===== src/rtl/dma_copy_engine_pkg.sv =====
// Shared types and constants for the word-copy DMA engine.
// State encoding is fixed so it can be read back in waveforms by value.
package dma_copy_engine_pkg;

    typedef enum logic [1:0] {
        IDLE  = 2'd0,
        READ  = 2'd1,
        WRITE = 2'd2,
        FIN   = 2'd3
    } dma_state_e;

    localparam int WORD_BYTES = 4;

endpackage


===== src/rtl/dma_addr_gen.sv =====
// Word pointer register: load a byte address, then step by one word.
// Wraps modulo 2^ADDR_W with no error.
module dma_addr_gen
    import dma_copy_engine_pkg::*;
#(
    parameter int ADDR_W = 32
) (
    input  logic              clk,
    input  logic              reset,
    input  logic              load_i,
    input  logic [ADDR_W-1:0] load_addr_i,
    input  logic              inc_i,
    output logic [ADDR_W-1:0] ptr_o
);

    logic [ADDR_W-1:0] ptr_q;
    logic [ADDR_W-1:0] ptr_d;

    always_comb begin
        ptr_d = ptr_q;
        if (load_i) begin
            ptr_d = load_addr_i;
        end else if (inc_i) begin
            ptr_d = ptr_q + ADDR_W'(WORD_BYTES);
        end
    end

    always_ff @(posedge clk or posedge reset) begin
        if (reset) begin
            ptr_q <= '0;
        end else begin
            ptr_q <= ptr_d;
        end
    end

    assign ptr_o = ptr_q;

endmodule


===== src/rtl/dma_copy_engine.sv =====
// Single-channel word-copy initiator on the shared data-memory port.
// One granted read then one granted write per word; forward copy only.
module dma_copy_engine
    import dma_copy_engine_pkg::*;
#(
    parameter int ADDR_W = 32,
    parameter int DATA_W = 32,
    parameter int LEN_W  = 9
) (
    input  logic              clk,
    input  logic              reset,
    input  logic              start,
    input  logic [ADDR_W-1:0] src_addr,
    input  logic [ADDR_W-1:0] dst_addr,
    input  logic [LEN_W-1:0]  len,
    input  logic              abort,
    input  logic              mem_gnt,
    output logic              mem_req,
    output logic              MemRead,
    output logic              MemWrite,
    output logic [ADDR_W-1:0] Address,
    output logic [DATA_W-1:0] Write_data,
    input  logic [DATA_W-1:0] Read_data,
    output logic              busy,
    output logic              done,
    output logic              err,
    output logic [LEN_W-1:0]  words_done
);

    dma_state_e        state_q, state_d;
    logic [LEN_W-1:0]  remaining_q, remaining_d;
    logic [LEN_W-1:0]  words_done_q, words_done_d;
    logic [DATA_W-1:0] data_q, data_d;
    logic              done_q, done_d;
    logic              err_q, err_d;

    logic              ptr_load;
    logic              src_inc;
    logic              dst_inc;
    logic [ADDR_W-1:0] src_ptr;
    logic [ADDR_W-1:0] dst_ptr;
    logic              misaligned;

    assign misaligned = (src_addr[1:0] != 2'b00) || (dst_addr[1:0] != 2'b00);

    dma_addr_gen #(.ADDR_W(ADDR_W)) u_src_ptr (
        .clk         (clk),
        .reset       (reset),
        .load_i      (ptr_load),
        .load_addr_i (src_addr),
        .inc_i       (src_inc),
        .ptr_o       (src_ptr)
    );

    dma_addr_gen #(.ADDR_W(ADDR_W)) u_dst_ptr (
        .clk         (clk),
        .reset       (reset),
        .load_i      (ptr_load),
        .load_addr_i (dst_addr),
        .inc_i       (dst_inc),
        .ptr_o       (dst_ptr)
    );

    always_comb begin
        state_d      = state_q;
        remaining_d  = remaining_q;
        words_done_d = words_done_q;
        data_d       = data_q;
        done_d       = 1'b0;
        err_d        = 1'b0;
        ptr_load     = 1'b0;
        src_inc      = 1'b0;
        dst_inc      = 1'b0;
        mem_req      = 1'b0;
        MemRead      = 1'b0;
        MemWrite     = 1'b0;
        Address      = '0;
        Write_data   = '0;

        unique case (state_q)
            IDLE: begin
                if (start) begin
                    if (misaligned) begin
                        err_d = 1'b1;
                    end else if (len == '0) begin
                        words_done_d = '0;
                        state_d      = FIN;
                    end else begin
                        ptr_load     = 1'b1;
                        remaining_d  = len;
                        words_done_d = '0;
                        state_d      = READ;
                    end
                end
            end
            READ: begin
                mem_req = 1'b1;
                if (mem_gnt) begin
                    MemRead = 1'b1;
                    Address = src_ptr;
                    data_d  = Read_data;
                    src_inc = 1'b1;
                    state_d = WRITE;
                end
                if (abort) begin
                    state_d = IDLE;
                end
            end
            WRITE: begin
                mem_req = 1'b1;
                // A granted write lands on this edge even if aborted.
                if (mem_gnt) begin
                    MemWrite     = 1'b1;
                    Address      = dst_ptr;
                    Write_data   = data_q;
                    dst_inc      = 1'b1;
                    words_done_d = words_done_q + LEN_W'(1);
                    remaining_d  = remaining_q - LEN_W'(1);
                    state_d      = (remaining_q == LEN_W'(1)) ? FIN : READ;
                end
                if (abort) begin
                    state_d = IDLE;
                end
            end
            FIN: begin
                done_d  = 1'b1;
                state_d = IDLE;
            end
            default: begin
                state_d = IDLE;
            end
        endcase
    end

    always_ff @(posedge clk or posedge reset) begin
        if (reset) begin
            state_q      <= IDLE;
            remaining_q  <= '0;
            words_done_q <= '0;
            data_q       <= '0;
            done_q       <= 1'b0;
            err_q        <= 1'b0;
        end else begin
            state_q      <= state_d;
            remaining_q  <= remaining_d;
            words_done_q <= words_done_d;
            data_q       <= data_d;
            done_q       <= done_d;
            err_q        <= err_d;
        end
    end

    assign busy       = (state_q == READ) || (state_q == WRITE);
    assign done       = done_q;
    assign err        = err_q;
    assign words_done = words_done_q;

endmodule


===== config.mk =====
export PLATFORM = sky130hd
export DESIGN_NAME = dma_copy_engine
export DESIGN_NICKNAME = d
export VERILOG_FILES = /design/src/rtl/dma_copy_engine_pkg.sv /design/src/rtl/dma_addr_gen.sv /design/src/rtl/dma_copy_engine.sv
export SDC_FILE = /design/constraint.sdc
export NUM_CORES = 1
export LEC_CHECK = 0
export ABC_AREA = 1
export BUFFER_PORTS_ARGS = -buffer_cell sky130_fd_sc_hd__buf_4
export CAP_MARGIN = 20
export CORE_MARGIN = 2
export CORE_UTILIZATION = 50
export CTS_BUF_LIST = sky130_fd_sc_hd__clkbuf_8
export DETAILED_ROUTE_END_ITERATION = 12
export GPL_TIMING_DRIVEN = 0
export PLACE_DENSITY = 0.77
export SYNTH_ARGS = -nofsm -noshare
export SYNTH_HDL_FRONTEND = slang
export SYNTH_SLANG_ARGS = --single-unit

===== constraint.sdc =====
create_clock -name clk -period 4.5 [get_ports clk]
set_input_delay 0.9 -clock clk [delete_from_list [all_inputs] [get_ports clk]]
set_output_delay 0.9 -clock clk [all_outputs]
set_load 0.1 [all_outputs]

==> results of run 1 <==
==> cell usage after synthesis (2+ instances only) <==
library cell and n:
nor2_4 3, ha_1 9, nor2_2 12, or2_2 5, dfrtp_1 118, xnor2_1 2, inv_2 4, buf_2 19
a21oi_1 38, nand4_1 9, xor2_1 2, buf_1 3, o21ai_1 13, buf_4 4, o21ai_0 57, nand3_1 108
and2_1 5, nand2_4 2, nand3b_1 17, nor2_1 156, o211ai_1 12, clkbuf_1 12, nand2_2 7, buf_6 6
nand2_1 473, nor3_1 7, o21bai_1 2, inv_1 159, o31ai_1 2
==> layout by cell type (no fill, tap or decap), drive strengths merged <==
| master | Yosys | routed |
|---|---|---|
| a31o | 1 | 1 |
| clkbuf | 12 | 32 |
| and2 | 5 | 5 |
| bufinv | 0 | 3 |
| a21oi | 38 | 38 |
| o21ai | 70 | 70 |
| inv | 163 | 163 |
| or2 | 6 | 6 |
| ha | 9 | 9 |
| a21o | 1 | 1 |
| nand4 | 9 | 9 |
| nor2 | 171 | 171 |
| buf | 33 | 222 |
| o21bai | 2 | 2 |
| dfrtp | 118 | 118 |
| nor3 | 7 | 7 |
| nand3 | 109 | 109 |
| clkinvlp | 0 | 2 |
| o211ai | 12 | 12 |
| xor2 | 2 | 2 |
| a31oi | 1 | 1 |
| o31ai | 2 | 2 |
| nand3b | 17 | 17 |
| clkinv | 0 | 6 |
| a32o | 1 | 1 |
| a22oi | 1 | 1 |
| nand2 | 482 | 482 |
| xnor2 | 2 | 2 |
==> metrics by stage <==
step,instance area (µm²),utilization (%)
floorplan,8050,-
global placement,9730,61.5
detailed placement,9770,61.7
CTS,10200,64.4
global route,10200,64.4
finish,10200,64.4
==> power by group through the flow <==
stage          Combinational [mW]  Clock [mW]  Sequential (mW)
3_5_place_dp                 3.07           0             1.92
5_1_grt                      3.34        1.11             1.98
6_report                     3.08        1.06             1.93
2_1_floorplan                2.26           0             1.88
4_1_cts                      3.08        1.07             1.91
3_3_place_gp                 3.01           0             1.92
==> worst register-to-register path: stages (launching register included) <==
cell      delay (ns)
dfrtp_1         0.42
inv_1           0.10
ha_1            0.28
nand4_1         0.15
nor2_2          0.28
clkbuf_1        0.61
nand2_1         0.13
nand3_1         0.12
==> per-layer routing <==
metal  vias to the layer above  share of wire (%)  GRT usage (%)
li1                       4381                  -              -
met1                      3984                 43           41.7
met2                       434                 46           50.6
met3                        68                7.8           4.56
met4                         0                3.6           15.1
met5                         -                  0              0
==> worst max-delay path by stage <==
stage                           start                               to  slack (ns)  cells past startpoint
2_1_floorplan  state_q[0]$_DFFE_PP0P_                       Address[0]        0.37                      5
3_3_place_gp                    reset  u_dst_ptr.ptr_o[22]$_DFFE_PP0P_       -1.15                      2
3_5_place_dp                  mem_gnt                       Address[9]        1.09                      8
4_1_cts        state_q[0]$_DFFE_PP0P_                       Address[9]        0.76                      9
5_1_grt        state_q[0]$_DFFE_PP0P_                       Address[9]        0.65                      9
6_report       state_q[0]$_DFFE_PP0P_                       Address[9]        0.75                      9
==> sequential cells by signal (all words and copies together) (netlist names) <==
name	cells
u_src_ptr.ptr_o	32
err	1
done	1
u_dst_ptr.ptr_o	32
state_q	2
words_done	9
remaining_q	9
data_q	32
==> cell type report <==
cell class / count / area, µm²
multi-input cells: 948 / 4220
inverters: 163 / 617
repair buffers: 189 / 1440
well taps: 216 / 270
flip-flops and latches: 118 / 2950
fillers: 1525 / 5640
plain buffers: 45 / 264
clock inverters: 11 / 150
clock buffers: 20 / 275
==> logic make-up after synthesis <==
kind of cell	count (synthesis)	share of synthesized area (%)
fa+ha+maj	9	1.40
flops	118	36.7
simple gates	806	41.9
buf+inv	208	10.9
xor+xnor	4	0.435
compound gates	129	8.70
==> run_results.csv, run 1 <==
group,metric,value,unit
run_status,status,"finished, final reports clean",
floorplanning,die_area,17100,µm²
power_and_ir_drop,sequential_share_of_power,31.8,%
synthesis,ys.flop_type,"dfrtp_1",
synthesis,synth_async_sr_flop_share,100,%
global_route,grt_use_total,31.4,%
power_and_ir_drop,p_int,2.90,mW
placed_design,dp_hpwl,20300,µm
clocking,cts_tree,"done",
critical_path,rr_worst_depth,7,
sta,relSlewSlack,50.8,%
detailed_routing,routed_via_density,5.19,
synthesis,synth_top_cell_area_share,36.7,%
clocking,clk_latency,0.47,ns
floorplanning,design.core.area,15800,µm²
critical_path,crit-reg2reg-launch,"state_q[0]$_DFFE_PP0P_",
sta,finalWorstPathRequiredPeriod,3.75,ns
critical_path,critPathKind,"flip-flop to primary output",
global_route,first_global_vias,7966,
global_route,globalRouteOverflowTotal,0,
detailed_routing,route.final.wire_length,26900,µm
synthesis,synth-edff-count,0,
critical_path,worstPathRequired,3.60,ns
sta,setup_slack,0.747,ns
critical_path,start_kind,"flip-flop",
sta,rsz0062_at_grt,"false",
sta,timing.fmax,0.266,GHz
layout,flow.area_growth_from_synthesis,26.6,%
synthesis,seq_area_frac_synth,36.7,%
layout,nets,1601,
sta,report.final.setup_viol,0,
synthesis,synthCells,1274,
sta,fin_setup_tns,0,ns
clocking,postCtsHoldBufs,0,
clocking,ctsHtreeMaxLevel,4,
critical_path,critical-path-max-stage-delay,0.42,ns
min_path,min_delay_path_depth,2,
floorplanning,core.rowCount,46,
sta,hold_viol,0,
placed_design,io_port_bufs,188,
critical_path,timing.critical_path.fanout_max,10,
detailed_routing,post-route-drc-count,0,
critical_path,cpMostUsedCell,"buf_4",
detailed_routing,remaining_number_of_nets_flagged_by_the_antenna_check_after_routing,0,
power_and_ir_drop,p_switching,3.18,mW
sta,period_share,83.4,%
critical_path,category_of_cells_accounting_for_the_largest_share_of_critical_path_delay,"buffers and inverters",
synthesis,post-synth-top-area-cell,"dfrtp_1",
power_and_ir_drop,power.density,596,nW/µm²
clocking,cts_post_setup_buffers_inserted,0,
placed_design,dpl.cell_count,1679,
floorplanning,chipWidth,131,µm
critical_path,regToRegSetupSlack,2.35,ns
layout,final_layout_size_suffix_gt1_share,19.1,%
synthesis,synth.net_count,1393,
synthesis,syn_area_per_cell,6.32,µm²
critical_path,worst_ep_arrival_time,2.85,ns
power_and_ir_drop,power.combinational.fraction,50.7,%
critical_path,cp_cell_sequence,"inv_1 -> ha_1 -> nand2_2 -> inv_2 -> buf_4 -> buf_2 -> nand2_1 -> a21oi_1 -> buf_4",
synthesis,largest_cells_by_area_after_synthesis,"dfrtp_1 37%, nand2_1 22%, inv_1 7.4%",
detailed_routing,via_count_of_the_routed_design,8867,
min_path,hold_path_end,"remaining_q[6]$_DFFE_PP0P_",
detailed_routing,post_drt_wl_per_cell,15.7,µm
clocking,cts-root-buf,"clkbuf_8",
floorplanning,initial_core_util,50.9,%
power_and_ir_drop,switching_share,52.3,%
detailed_routing,drt_pass1_iterations,6,
sta,max_slew.worst_pin.slew,0.738,ns
power_and_ir_drop,irDropWorstVdd,339,µV
synthesis,ys_ff_latch,118,
sta,hold_ws,0.484,ns
synthesis,synth_area,8050,µm²
clocking,cts_sinks,118,
floorplanning,die_height,131,µm
placed_design,detailedPlace.worstSlack,1.09,ns
synthesis,synth_cell_types,37,
min_path,timing.hold.worst.start,"remaining_q[6]$_DFFE_PP0P_",
global_route,antenna_found_initial,0,
global_route,maximum_number_of_pins_on_one_net_before_global_route_repair,62,
sta,fin_skew,0.0125,ns
floorplanning,boundaryPins,189,
clocking,path_clk_slew,0.08,ns
critical_path,cpMaxStageDelayCell,"dfrtp_1",
critical_path,critical_path.endpoint_type,"primary output",
min_path,hold_path.class,"flip-flop to flip-flop",
flow_run,timing.max_cap.violations,0,
layout,layout.cells.non_filler,1710,
global_route,grt_first_pass_wirelength,40600,µm
power_and_ir_drop,report.power.total,6.08,mW
detailed_routing,detailedRoute.firstIterationViolations,1005,
sta,finalMaxSlewViolations,0,
power_and_ir_drop,p_leak,5.13,nW
synthesis,ys_warn_count,0,
clocking,number_of_buffers_created_by_cts,17,
placed_design,gp_congestion,0.952,
power_and_ir_drop,clock_power_share,17.5,%
clocking,cts.path.max_buffers,2,
layout,n_antenna_cell,0,
clocking,cts_resized,0,
critical_path,timing.critical_path.buf_inv,5,
critical_path,worstReg2RegEnd,"u_src_ptr.ptr_o[20]$_DFFE_PP0P_",
No activity file was read; power rests on OpenSTA's default activity.
==> run 2: changes to the inputs <==
--- a/config.mk
+++ b/config.mk
@@ -5,15 +5,15 @@
 export SDC_FILE = /design/constraint.sdc
 export NUM_CORES = 1
 export LEC_CHECK = 0
-export ABC_AREA = 1
+export ABC_AREA = 0
 export BUFFER_PORTS_ARGS = -buffer_cell sky130_fd_sc_hd__buf_4
 export CAP_MARGIN = 20
 export CORE_MARGIN = 2
-export CORE_UTILIZATION = 50
+export CORE_UTILIZATION = 49
 export CTS_BUF_LIST = sky130_fd_sc_hd__clkbuf_8
 export DETAILED_ROUTE_END_ITERATION = 12
 export GPL_TIMING_DRIVEN = 0
-export PLACE_DENSITY = 0.77
+export PLACE_DENSITY = 0.81
 export SYNTH_ARGS = -nofsm -noshare
 export SYNTH_HDL_FRONTEND = slang
 export SYNTH_SLANG_ARGS = --single-unit
==> constraint.sdc (replaced) <==
create_clock -name clk -period 3.3 [get_ports clk]
set_input_delay 0.66 -clock clk [delete_from_list [all_inputs] [get_ports clk]]
set_output_delay 0.66 -clock clk [all_outputs]
set_load 0.1 [all_outputs]
==> run_results.csv, run 2 <==
group,metric,value,unit
run_status,status,"finished, final reports clean",
sta,finalWorstPathRequiredPeriod,3.15,ns
synthesis,synth_cell_types,51,
layout,flow.area_growth_from_synthesis,33.6,%
floorplanning,boundaryPins,189,
critical_path,rr_worst_depth,8,
layout,nets,1114,
synthesis,largest_cells_by_area_after_synthesis,"dfrtp_1 44%, nand2_1 7.6%, xor2_1 4.8%",
clocking,number_of_buffers_created_by_cts,17,
floorplanning,core.rowCount,42,
global_route,grt_first_pass_wirelength,32600,µm
synthesis,ys.flop_type,"dfrtp_1",
sta,period_share,95.3,%
sta,rsz0062_at_grt,"false",
synthesis,synth_async_sr_flop_share,100,%
critical_path,cpMaxStageDelayCell,"dfrtp_1",
power_and_ir_drop,sequential_share_of_power,34.4,%
critical_path,critPathKind,"flip-flop to primary output",
critical_path,critical_path.endpoint_type,"primary output",
layout,final_cell_area,9070,µm²
sta,max_slew.worst_pin.slew,0.988,ns
clocking,cts.path.max_buffers,2,
synthesis,syn_area_per_cell,8.64,µm²
synthesis,most_common_library_cells_after_synthesis,"138 x nand2_1, 118 x dfrtp_1, 84 x nor2_1",
power_and_ir_drop,p_switching,3.91,mW
detailed_routing,post-route-drc-count,0,
synthesis,seq_area_frac_synth,43.5,%
detailed_routing,post_drt_wl_per_cell,17.2,µm
sta,timing.fmax,0.318,GHz
synthesis,ys_warn_count,0,
synthesis,yosysMostFrequentCell,"nand2_1",
clocking,cts_tree,"done",
floorplanning,die_area,14800,µm²
synthesis,post-synth-top-area-cell,"dfrtp_1",
sta,relSlewSlack,33.6,%
synthesis,ys_ff_latch,118,
sta,hold_viol,0,
critical_path,worstPathRequired,2.64,ns
detailed_routing,routed-wl-met3,1440,µm
power_and_ir_drop,clock_power_share,17.9,%
placed_design,gp_congestion,0.905,
detailed_routing,met2_length,9880,µm
floorplanning,chipWidth,122,µm
min_path,hold_path.class,"input port to asynchronous set/reset pin",
placed_design,dp_hpwl,15200,µm
critical_path,cp_cell_sequence,"inv_1 -> ha_1 -> nand2_2 -> clkinv_1 -> clkbuf_2 -> a22oi_1 -> nor2b_2 -> buf_4",
critical_path,critical-path-max-stage-delay,0.40,ns
critical_path,worst_ep_arrival_time,2.49,ns
placed_design,io_port_bufs,188,
global_route,globalRouteOverflowTotal,0,
placed_design,placement.cell_area,8570,µm²
power_and_ir_drop,power.density,911,nW/µm²
detailed_routing,detailedRoute.firstIterationViolations,606,
synthesis,synth_area,6790,µm²
layout,final_layout_size_suffix_gt1_share,30.0,%
sta,hold_ws,0.268,ns
detailed_routing,drt_pass1_iterations,5,
power_and_ir_drop,switching_share,47.4,%
global_route,maximum_number_of_pins_on_one_net_before_global_route_repair,40,
critical_path,worstReg2RegEnd,"u_dst_ptr.ptr_o[30]$_DFFE_PP0P_",
flow_run,timing.max_cap.violations,0,
detailed_routing,remaining_number_of_nets_flagged_by_the_antenna_check_after_routing,0,
critical_path,regToRegSetupSlack,0.77,ns
synthesis,synth_top_cell_area_share,43.5,%
power_and_ir_drop,p_leak,4.22,nW
detailed_routing,drt-met1-wl,8430,µm
layout,layout.cells.most_common_list,"192 x buf_4, 136 x nand2_1, 118 x dfrtp_1",
placed_design,detailedPlace.worstSlack,-0.0904,ns
layout,area.sequential,2950,µm²
critical_path,timing.critical_path.fanout_max,10,
clocking,ctsHtreeMaxLevel,4,
clocking,cts_post_setup_buffers_inserted,0,
detailed_routing,routed_via_density,5.62,
clocking,cts_sinks,118,
synthesis,synth.net_count,904,
sta,setup_slack,0.154,ns
layout,layout.filler_cells,1111,
layout,multi_input_area,3600,µm²
sta,report.final.setup_viol,0,
clocking,cts-root-buf,"clkbuf_8",
layout,n_antenna_cell,0,
detailed_routing,route.final.wire_length,20300,µm
global_route,antenna_found_initial,0,
critical_path,start_kind,"flip-flop",
sta,fin_setup_tns,0,ns
power_and_ir_drop,p_int,4.35,mW
power_and_ir_drop,power.combinational.fraction,47.7,%
global_route,first_global_vias,6424,
detailed_routing,top_layer,"met4",
clocking,path_clk_slew,0.07,ns
global_route,grt_use_total,28.3,%
floorplanning,design.core.area,13400,µm²
clocking,postCtsHoldBufs,0,
floorplanning,initial_core_util,50.6,%
synthesis,synth-edff-count,0,
detailed_routing,via_count_of_the_routed_design,6652,
layout,post-route-util,67.7,%
power_and_ir_drop,irDropWorstVdd,533,µV
floorplanning,die_height,122,µm
critical_path,crit-reg2reg-launch,"state_q[0]$_DFFE_PP0P_",
layout,most_common_library_cell_in_the_layout_ignoring_fill_and_taps,"buf_4",
sta,fin_skew,0.0117,ns
synthesis,synthCells,785,
clocking,clk_latency,0.45,ns
sta,finalMaxSlewViolations,0,
[run 2: cell types whose count changed after synthesis, sizes merged, moves of 21 or more]
cell   before  now
o21ai      70   10
xor2        2   37
and3        0   40
nand2     482  138
nor2b       0   30
a21oi      38   59
a22oi       1   29
inv       163   12
xnor2       2   25
nand3     109   29
nor2      171   84
[run 2: how the worst max path moves through the flow]
stage / start / to / slack (ns) / cells past startpoint
2_1_floorplan: state_q[0]$_DFFE_PP0P_ / Address[6] / 0.05 / 8
3_3_place_gp: mem_gnt / Address[14] / -0.06 / 9
3_5_place_dp: mem_gnt / Address[14] / -0.09 / 9
4_1_cts: state_q[0]$_DFFE_PP0P_ / Write_data[29] / 0.02 / 7
5_1_grt: state_q[1]$_DFFE_PP0P_ / Address[5] / 0.02 / 8
6_report: state_q[1]$_DFFE_PP0P_ / Address[2] / 0.15 / 8
[run 2: layout make-up]
| class | instances | share of cell area, % |
|---|---|---|
| Tap cell | 176 | 2.43 |
| Clock inverter | 10 | 1.68 |
| Timing Repair Buffer | 191 | 16.6 |
| Buffer | 47 | 3.27 |
| Multi-Input combinational cell | 607 | 39.7 |
| Sequential cell | 118 | 32.6 |
| Inverter | 13 | 0.580 |
| Clock buffer | 21 | 3.19 |
[run 2: worst max-delay path: cells and delay by family, from the launching register on]
kind                     cells  cell delay [ns]
flip-flops                   1             0.40
AO/OA/AOI/OAI                1             0.33
buffers and inverters        4             0.76
AND/OR/NAND/NOR              2             0.27
adder cells (fa/ha/maj)      1             0.27
[run 2: timing repair]
action | in CTS | in global routing
endpoints found under the setup margin | 34 | 26
cloned | 0 | 0
resized for setup | 17 | 10
[run 2: cells by family after synthesis]
group | count (synthesis) | share of synthesized area, %
AO/OA/AOI/OAI | 124 | 11.6
XOR/XNOR | 62 | 8.00
adder cells (fa/ha/maj) | 9 | 1.66
buffers and inverters | 60 | 4.74
flip-flops | 118 | 43.5
multiplexers | 3 | 0.461
AND/OR/NAND/NOR | 409 | 30.0
[run 2: metal layers]
metal	GRT usage, %	vias to the layer above
met5	0	-
met4	10.4	0
met3	5.71	46
met2	46.5	291
met1	37.3	3177
li1	-	3138
[run 2: power by group through the flow]
stage	clock (mW)	combinational [mW]	sequential, mW
floorplan	0	3.00	2.66
global placement	0	3.78	2.79
detailed placement	0	3.87	2.81
CTS	1.49	3.92	2.81
global route	1.56	4.23	2.91
finish	1.48	3.94	2.85
[run 2: through the flow]
step	power, mW	cells
6_report	8.26	1183
5_1_grt	8.70	1183
4_1_cts	8.21	1183
3_5_place_dp	6.68	1152
3_3_place_gp	6.56	1149
2_1_floorplan	5.66	785
==> run 3: changes to the inputs <==
--- a/config.mk
+++ b/config.mk
@@ -12,8 +12,9 @@
 export CORE_UTILIZATION = 49
 export CTS_BUF_LIST = sky130_fd_sc_hd__clkbuf_8
 export DETAILED_ROUTE_END_ITERATION = 12
+export GPL_ROUTABILITY_DRIVEN = 0
 export GPL_TIMING_DRIVEN = 0
-export PLACE_DENSITY = 0.81
+export PLACE_DENSITY = 0.79
 export SYNTH_ARGS = -nofsm -noshare
 export SYNTH_HDL_FRONTEND = slang
 export SYNTH_SLANG_ARGS = --single-unit
==> run_results.csv, run 3 (synthesis gave the netlist of run 2 again) <==
group,metric,value,unit
global_route,maximum_number_of_pins_on_one_net_before_global_route_repair,43,
sta,setup_slack,0.126,ns
critical_path,worst_ep_arrival_time,2.51,ns
layout,final_layout_size_suffix_gt1_share,30.0,%
detailed_routing,detailedRoute.firstIterationViolations,569,
layout,n_antenna_cell,0,
sta,period_share,96.2,%
power_and_ir_drop,report.power.total,8.29,mW
critical_path,start_kind,"flip-flop",
layout,layout.cells.most_common_list,"190 x buf_4, 136 x nand2_1, 118 x dfrtp_1",
floorplanning,die_height,122,µm
detailed_routing,route.final.wire_length,20000,µm
clocking,ctsHtreeMaxLevel,4,
detailed_routing,post_drt_wl_per_cell,16.9,µm
detailed_routing,remaining_number_of_nets_flagged_by_the_antenna_check_after_routing,0,
sta,report.final.setup_viol,0,
global_route,antenna_found_initial,0,
sta,timing.fmax,0.315,GHz
detailed_routing,drt_pass1_iterations,6,
layout,nets,1114,
flow_run,timing.max_cap.violations,0,
power_and_ir_drop,p_leak,4.23,nW
global_route,globalRouteOverflowTotal,0,
sta,finalWorstPathRequiredPeriod,3.17,ns
clocking,number_of_buffers_created_by_cts,17,
floorplanning,initial_core_util,50.6,%
floorplanning,design.core.area,13400,µm²
critical_path,critical_path.endpoint_type,"primary output",
floorplanning,chipWidth,122,µm
placed_design,detailedPlace.worstSlack,-0.106,ns
power_and_ir_drop,irDropWorstVdd,637,µV
layout,post-route-util,67.8,%
clocking,path_clk_slew,0.07,ns
clocking,cts.path.max_buffers,2,
layout,layout.filler_cells,1145,
placed_design,io_port_bufs,188,
sta,max_slew.worst_pin.slew,0.937,ns
clocking,cts-root-buf,"clkbuf_8",
global_route,grt_first_pass_wirelength,31800,µm
sta,fin_skew,0.00979,ns
clocking,clk_latency,0.44,ns
layout,most_common_library_cell_in_the_layout_ignoring_fill_and_taps,"buf_4",
layout,flow.area_growth_from_synthesis,33.9,%
clocking,cts_sinks,118,
sta,finalMaxSlewViolations,0,
detailed_routing,routed_via_density,5.62,
floorplanning,die_area,14800,µm²
detailed_routing,post-route-drc-count,0,
detailed_routing,via_count_of_the_routed_design,6658,
critical_path,critPathKind,"flip-flop to primary output",
floorplanning,boundaryPins,189,
clocking,cts_post_setup_buffers_inserted,0,
clocking,cts_tree,"done",
critical_path,worstPathRequired,2.64,ns
placed_design,dp_hpwl,14900,µm
critical_path,timing.critical_path.fanout_max,10,
power_and_ir_drop,power.density,912,nW/µm²
run_status,status,"finished, final reports clean",
global_route,grt_use_total,27.8,%
sta,relSlewSlack,37.0,%
global_route,first_global_vias,6149,
sta,fin_setup_tns,0,ns
sta,hold_viol,0,
min_path,hold_path.class,"input port to asynchronous set/reset pin",
floorplanning,core.rowCount,42,
==> run 3: cell count changes in the layout (fill, tap and decap cells not counted) <==
cell       previous run  this run
buf_4               192       190
buf_6                14        16
bufinv_16             4         5
clkbuf_8             21        19
clkinv_1              1         0
clkinv_2              2         3
inv_1                13        15
==> run 3: per-layer routing <==
metal,part of all wire (%),wire length (µm),track usage (%)
met5,0,0,0
met4,2.7,549,10.6
met3,7.1,1420,5.90
met2,47,9460,42.4
met1,43,8600,39.0
==> run 3: area by class of cell <==
class / instances / area [µm²] / area share, %
multi-input combinational: 607 / 3600 / 39.6
tap: 176 / 220 / 2.42
timing repair buffer: 191 / 1510 / 16.6
clock buffer: 19 / 262 / 2.88
inverter: 13 / 56.3 / 0.620
buffer: 47 / 297 / 3.26
sequential: 118 / 2950 / 32.5
clock inverter: 13 / 188 / 2.07
==> run 3: critical path, stage by stage (launching register included) <==
cell and delay (ns):
dfrtp_1 0.42, inv_1 0.09, ha_1 0.20, buf_6 0.17
nand2_2 0.11, inv_1 0.12, clkbuf_4 0.22, buf_4 0.19
a22oi_1 0.09, nor2b_2 0.19, buf_6 0.25
==> run 3: what timing repair did <==
action,4_1_cts,5_1_grt
hold buffers,0,0
pin swaps,0,0
gates resized for setup,16,12
setup endpoints to repair,33,35
==> run 3: where the power goes <==
part | switching (mW) | internal (mW) | leakage [nW] | total (mW)
combinational | 2.57 | 1.37 | 2.55 | 3.94
sequential | 0.744 | 2.09 | 1.44 | 2.83
clock | 0.586 | 0.924 | 0.240 | 1.51
total | 3.90 | 4.39 | 4.23 | 8.29
==> run 3: final timing paths <==
kind	startpoint	end	slack (ns)	cells past startpoint
worst max-delay path	state_q[0]$_DFFE_PP0P_	Address[8]	0.13	10
worst min-delay path	reset	data_q[26]$_DFFE_PP0P_	0.29	2
worst max register to register	state_q[0]$_DFFE_PP0P_	u_dst_ptr.ptr_o[30]$_DFFE_PP0P_	0.76	8
worst min register to register	data_q[12]$_DFFE_PP0P_	data_q[12]$_DFFE_PP0P_	0.47	2
max in group asynchronous	reset	u_dst_ptr.ptr_o[5]$_DFFE_PP0P_	2.17	4
min in group clk	Read_data[25]	data_q[25]$_DFFE_PP0P_	0.40	3
==> run 3: through the flow <==
step                      hold slack [ns]  cell area, µm²  std cells
final                               0.287            9080       1184
after global routing                0.297            9080       1184
after CTS                           0.275            9050       1184
after detailed placement            0.455            8570       1152
after global placement              0.452            8510       1149
after floorplan                     0.437            6870        785
